`src/rtl/bp_be_issue_queue_if.sv`:
```
// bp_be_issue_queue_if: enqueue, issue and commit-control signals of the BE issue queue.
interface bp_be_issue_queue_if #(
   parameter int els_p        = 16,
   parameter int data_width_p = 128
);
   localparam int ptr_width_lp = $clog2(els_p) + 1;
   logic [data_width_p-1:0] enq_data_i;
   logic                    enq_v_i;
   logic                    enq_ready_o;
   logic [data_width_p-1:0] iss_data_o;
   logic                    iss_v_o;
   logic                    iss_yumi_i;
   logic                    deq_i;
   logic                    roll_i;
   logic                    clr_i;
   logic                    full_o;
   logic                    empty_o;
   logic [ptr_width_lp-1:0] count_o;
   modport slave (
      input  enq_data_i, enq_v_i, iss_yumi_i, deq_i, roll_i, clr_i,
      output enq_ready_o, iss_data_o, iss_v_o, full_o, empty_o, count_o
   );
   modport master (
      output enq_data_i, enq_v_i, iss_yumi_i, deq_i, roll_i, clr_i,
      input  enq_ready_o, iss_data_o, iss_v_o, full_o, empty_o, count_o
   );
endinterface

```
`src/rtl/bp_be_issue_queue.sv`:
```
// bp_be_issue_queue: circular queue with write, speculative-issue and commit pointers.
module bp_be_issue_queue #(
   parameter int els_p        = 16,
   parameter int data_width_p = 128
) (
   input  logic                clk_i,
   input  logic                reset_i,
   bp_be_issue_queue_if.slave  io
);
   localparam int idx_w_lp     = $clog2(els_p);
   localparam int ptr_width_lp = idx_w_lp + 1;
   typedef logic [ptr_width_lp-1:0] ptr_t;
   ptr_t r_wptr, r_rptr, r_cptr;
   ptr_t w_wptr_n, w_rptr_n, w_cptr_n;
   logic [data_width_p-1:0] r_mem [els_p];
   logic w_full, w_enq, w_yumi, w_deq;
   assign w_full         = (r_wptr[idx_w_lp-1:0] == r_cptr[idx_w_lp-1:0]) && (r_wptr[idx_w_lp] != r_cptr[idx_w_lp]);
   assign io.full_o      = w_full;
   assign io.empty_o     = r_wptr == r_cptr;
   assign io.count_o     = r_wptr - r_cptr;
   assign io.enq_ready_o = ~w_full & ~io.clr_i & ~io.roll_i;
   assign io.iss_v_o     = r_rptr != r_wptr;
   assign io.iss_data_o  = r_mem[r_rptr[idx_w_lp-1:0]];
   assign w_enq  = io.enq_v_i & io.enq_ready_o;
   assign w_yumi = io.iss_yumi_i & io.iss_v_o;
   // a commit can never pass the issue pointer
   assign w_deq  = io.deq_i & (r_cptr != r_rptr);
   always_comb begin
      w_cptr_n = r_cptr + ptr_t'(w_deq);
      w_rptr_n = (io.clr_i | io.roll_i) ? w_cptr_n : w_yumi ? r_rptr + ptr_t'(1) : r_rptr;
      w_wptr_n = io.clr_i ? w_cptr_n : w_enq ? r_wptr + ptr_t'(1) : r_wptr;
   end
   always_ff @(posedge clk_i) begin
      if (reset_i) begin
         r_wptr <= '0;
         r_rptr <= '0;
         r_cptr <= '0;
      end else begin
         r_wptr <= w_wptr_n;
         r_rptr <= w_rptr_n;
         r_cptr <= w_cptr_n;
      end
   end
   always_ff @(posedge clk_i) begin
      if (!reset_i && w_enq) r_mem[r_wptr[idx_w_lp-1:0]] <= io.enq_data_i;
   end
   a_deq_legal: assert property (@(posedge clk_i) disable iff (reset_i) io.deq_i |-> (r_cptr != r_rptr));
   a_yumi_legal: assert property (@(posedge clk_i) disable iff (reset_i) io.iss_yumi_i |-> io.iss_v_o);
endmodule

```
`src/flat_wrapper.sv`:
```
// flat-port wrapper written by rule: the top's interface ports become plain ports
module bp_be_issue_queue_flat 
#(
   parameter int els_p        = 16,
   parameter int data_width_p = 128
)
  (clk_i, reset_i, io_enq_data_i, io_enq_v_i, io_iss_yumi_i, io_deq_i, io_roll_i, io_clr_i, io_enq_ready_o, io_iss_data_o, io_iss_v_o, io_full_o, io_empty_o, io_count_o);
  bp_be_issue_queue_if #(.els_p(els_p), .data_width_p(data_width_p)) io_i ();
  input  logic clk_i;
  input  logic reset_i;
  input wire logic [$bits(io_i.enq_data_i)-1:0] io_enq_data_i;
  input wire logic [$bits(io_i.enq_v_i)-1:0] io_enq_v_i;
  input wire logic [$bits(io_i.iss_yumi_i)-1:0] io_iss_yumi_i;
  input wire logic [$bits(io_i.deq_i)-1:0] io_deq_i;
  input wire logic [$bits(io_i.roll_i)-1:0] io_roll_i;
  input wire logic [$bits(io_i.clr_i)-1:0] io_clr_i;
  output wire logic [$bits(io_i.enq_ready_o)-1:0] io_enq_ready_o;
  output wire logic [$bits(io_i.iss_data_o)-1:0] io_iss_data_o;
  output wire logic [$bits(io_i.iss_v_o)-1:0] io_iss_v_o;
  output wire logic [$bits(io_i.full_o)-1:0] io_full_o;
  output wire logic [$bits(io_i.empty_o)-1:0] io_empty_o;
  output wire logic [$bits(io_i.count_o)-1:0] io_count_o;
  assign io_i.enq_data_i = io_enq_data_i;
  assign io_i.enq_v_i = io_enq_v_i;
  assign io_i.iss_yumi_i = io_iss_yumi_i;
  assign io_i.deq_i = io_deq_i;
  assign io_i.roll_i = io_roll_i;
  assign io_i.clr_i = io_clr_i;
  assign io_enq_ready_o = io_i.enq_ready_o;
  assign io_iss_data_o = io_i.iss_data_o;
  assign io_iss_v_o = io_i.iss_v_o;
  assign io_full_o = io_i.full_o;
  assign io_empty_o = io_i.empty_o;
  assign io_count_o = io_i.count_o;
  bp_be_issue_queue #(.els_p(els_p), .data_width_p(data_width_p)) u_core (.clk_i(clk_i), .reset_i(reset_i), .io(io_i));
endmodule
```
`config.mk`:
```
export PLATFORM = sky130hd
export DESIGN_NAME = bp_be_issue_queue_flat
export DESIGN_NICKNAME = d
export VERILOG_FILES = /design/src/rtl/bp_be_issue_queue_if.sv /design/src/rtl/bp_be_issue_queue.sv /design/src/flat_wrapper.sv
export SDC_FILE = /design/constraint.sdc
export NUM_CORES = 1
export LEC_CHECK = 0
export BUFFER_PORTS_ARGS = -buffer_cell sky130_fd_sc_hd__buf_2
export CORE_ASPECT_RATIO = 0.75
export CORE_UTILIZATION = 45
export DETAILED_ROUTE_END_ITERATION = 10
export SYNTH_ARGS = -nofsm -noshare
export SYNTH_HDL_FRONTEND = slang
export SYNTH_SLANG_ARGS = --single-unit
```
`constraint.sdc`:
```
create_clock -name clk_i -period 14.3 [get_ports clk_i]
set_input_delay 1.43 -clock clk_i [delete_from_list [all_inputs] [get_ports clk_i]]
set_output_delay 1.43 -clock clk_i [all_outputs]
set_load 0.01 [all_outputs]
```
==> metrics.md <==
| Metric | Value |
|---|---|
| Vias in the first global route | 35700 |
| Max FO, Critical Path | 57 |
| Avg Synthesized Cell Area | 24.6 sq um |
| Max cap viols | 0 |
| Synth top area cells | edfxtp_1 (79%), mux4_2 (17%), mux2i_1 (0.78%) |
| Buffers inserted by post-CTS timing repair | 0 |
| CTS resizes | 0 |
| Combinational Power Share | 15.4% |
| Max Slew Vio Count | 0 |
| Min cycle time layout | 6590 ps |
| Cell taking the most area after synthesis | edfxtp_1 |
| Met1 Use GR | 29.9% |
| HP Class | flop to flop |
| Via count | 34700 |
| Max VDD drop | 0.111 mV |
| Routed WL | 177000 um |
| Clock power share | 36.3% |
| Flop2flop setup slack | 9450 ps |
| Global Route Usage Sum | 20.3% |
| Commonest cells post-synth | edfxtp_1 (2048), mux4_2 (580), clkbuf_1 (76), a21oi_1 (68) |
| WP data required | 12870 ps |
| Drt pass-1 iters | 5 |
| Hold path endpoint | u_core.r_wptr[4] |
| Hold path start | u_core.r_wptr[4] |
| Main flop type after synthesis | edfxtp_1 |
| Met2 Resource Use GR | 31.5% |
| R2r startpoint | u_core.r_wptr[2] |
| Slowest CP cell | buf_4 |
| LEAKAGE | 27.0 nW |
| Clock Latency Late Sink | 810 ps |
| Register bit total from synthesis | 2067 |
| Num rows | 132 |
| ANT nets after route | 0 |
| Layout cells sized above 1 | 32.5% |
| Port Buffer Count | 271 |
| Global routing met3 resource utilization | 4.31% |
| Worst path most repeated cell | buf_4 |
| DR vias/cell | 5.79 |
| First-pass GRT wire length | 256000 um |
| Relative slew slack | 26.4% |
| WHS Path Cells | 2 |
| Max stage delay on crit path | 800 ps |
| Sw Pwr | 3.30 mW |
| Worst R2R End | u_core.r_mem[11][78] |
| Worst-Margin Slew | 1100 ps |
| DR iter-0 viols | 3204 |
| Final Hold Violating Endpoints | 0 |
| Area delta synth->final | 13.3% |
| Pwr Total | 14.0 mW |
| Post-synthesis cell area | 78300 sq um |
| Unrepaired setup endpoints after global routing | false |
| Outcome | completed |
| Clock Skew | 30.6 ps |
| Die width | 484 um |
| Starting density of the core | 45.3% |
| Sequential share of power | 48.3% |
| Initial antenna violation count | 40 |
| Sw Ratio | 23.6% |
| Peak Freq | 0.152 GHz |
| CP Launch Type | flop |
| IO Pins | 272 |
| P_int | 10.7 mW |
| Crit-path cells | buf_4 -> buf_4 -> buf_4 -> mux4_2 -> nor2b_1 -> a211oi_1 -> a21oi_1 -> buf_2 |
| H-tree levels | 4 |
| CTS buffer count | 194 |
| Post-synth top area share | 78.5% |
| CTS root buffer | clkbuf_16 |
| Final number of setup-violating endpoints | 0 |
| Largest net degree at the start of global routing | 119 |
| Synth Net Count | 3333 |
| Worst-path clk slew | 60 ps |
| Asr flop ratio synth | 0% |
| Nets@finish | 3706 |
| Cell with the most instances after synthesis | edfxtp_1 |
| Layer with the highest usage | met2 |
| Power density over the cells | 158 nW/um^2 |
| Maximum root-to-sink buffer count | 3 |
| Die area | 176000 sq um |
| Drt drc | 0 |
| Yosys warnings | 0 |
| Avg WL per Cell | 29.5 um |
| Total congestion overflow | 0 |
| Post-CTS Hold Fix Bufs | 0 |
| Distinct cells, synth | 32 |
| Sequential-to-total area share from yosys stat | 79.0% |
| Fin crit share | 46.1% |
| CTS tree | yes |
| Total Neg Setup Slack | 0 ps |
| Crit path kind | flop to output port |
| Critical path arrival | 5160 ps |
| EDFF count, synth | 2048 |
| Post-DP HPWL | 87400 um |
| Sinks on Clock Net | 2067 |
| CP Capture Type | output port |
| Die height | 363 um |
| Syn Inst Count | 3186 |
| Worst reg2reg path depth | 8 |
| Fillers | 13400 |
| Routability cong. | 0.718 |
| Core area | 173000 sq um |
[metal layers]
layer	wire, um	up-vias	part of all wire [%]
li1	-	14500	-
met1	79400	18900	45
met2	83700	1031	47
met3	11000	236	6.2
met4	2720	24	1.5
met5	152	-	0.086
[final cells by class]
cell class	count	area, sq um	share of cell area, %
Sequential cell	2067	61900	69.7
Multi-Input combinational cell	940	15700	17.7
Clock buffer	251	5160	5.82
Tap cell	2278	2850	3.21
Timing Repair Buffer	345	2020	2.28
Clock inverter	105	1070	1.21
Inverter	11	41.3	0.0465
Antenna cell	8	20.0	0.0226
[kinds of logic after synthesis]
| kind of cell | synth area share, % |
|---|---|
| fa+ha+maj | 0.201 |
| compound gates | 1.18 |
| flops | 79.0 |
| buf+inv | 1.08 |
| xor+xnor | 0.268 |
| simple gates | 0.815 |
| mux | 17.5 |
[worst max-delay path by stage]
stage	endpoint	cells after the start	slack (ps)	startpoint
after global routing	io_iss_data_o[82]	7	7300	flop
after detailed placement	io_iss_data_o[110]	8	8360	flop
after CTS	io_iss_data_o[110]	8	7450	flop
final	io_iss_data_o[110]	8	7710	flop
after global placement	io_iss_data_o[110]	8	8350	flop
after floorplan	u_core.r_mem[3][0]	4	2710	io_roll_i
[flip-flops by register name, indices dropped and copies added (netlist names), named ones only]
name	flops
u_core.r_rptr	5
u_core.r_mem	2048
u_core.r_wptr	5
u_core.r_cptr	5
[cell usage in the layout (no fill, tap or decap), types with 8 or more instances in the layout]
cell type and count:
nor2b_1 66, bufinv_16 19, ha_1 11, xnor2_1 16, buf_12 9, clkbuf_16 198
clkbuf_1 52, buf_4 65, nand2_1 11, mux2i_1 61, dfxtp_1 15, clkinv_1 42
a211oi_1 66, xor2_1 8, a21oi_1 68, clkinv_2 28, mux4_2 580, diode_2 8
inv_1 11, edfxtp_1 2048, nor2_4 12, buf_2 271, nor2_1 12
[critical path, delay by kind of cell (launching register included)]
kind	cells	cell delay (ps)
buf+inv	4	2410
compound gates	2	510
flops	1	780
mux	1	340
simple gates	1	140
[power by group through the flow]
stage                     logic, mW  registers [mW]  clock network, mW
after detailed placement       2.21            6.89                  0
final                          2.15            6.75               5.08
after CTS                      2.21            6.76               5.19
after global placement         2.19            6.89                  0
after global routing           2.33            6.76               5.42
after floorplan                1.65            6.84                  0
[metrics by stage]
stage / hold slack (ps) / utilization [%] / area (sq um) / setup WS (ps) / instances
2_1_floorplan: 536 / - / 78300 / 2710 / 3186
3_3_place_gp: 560 / 47.8 / 82500 / 8350 / 5641
3_5_place_dp: 582 / 47.8 / 82500 / 8360 / 5641
4_1_cts: 598 / 51.4 / 88800 / 7450 / 5997
5_1_grt: 638 / 51.4 / 88800 / 7300 / 5999
6_report: 598 / 51.4 / 88800 / 7710 / 6005
Note: power is estimated with default switching activity, not from simulation.
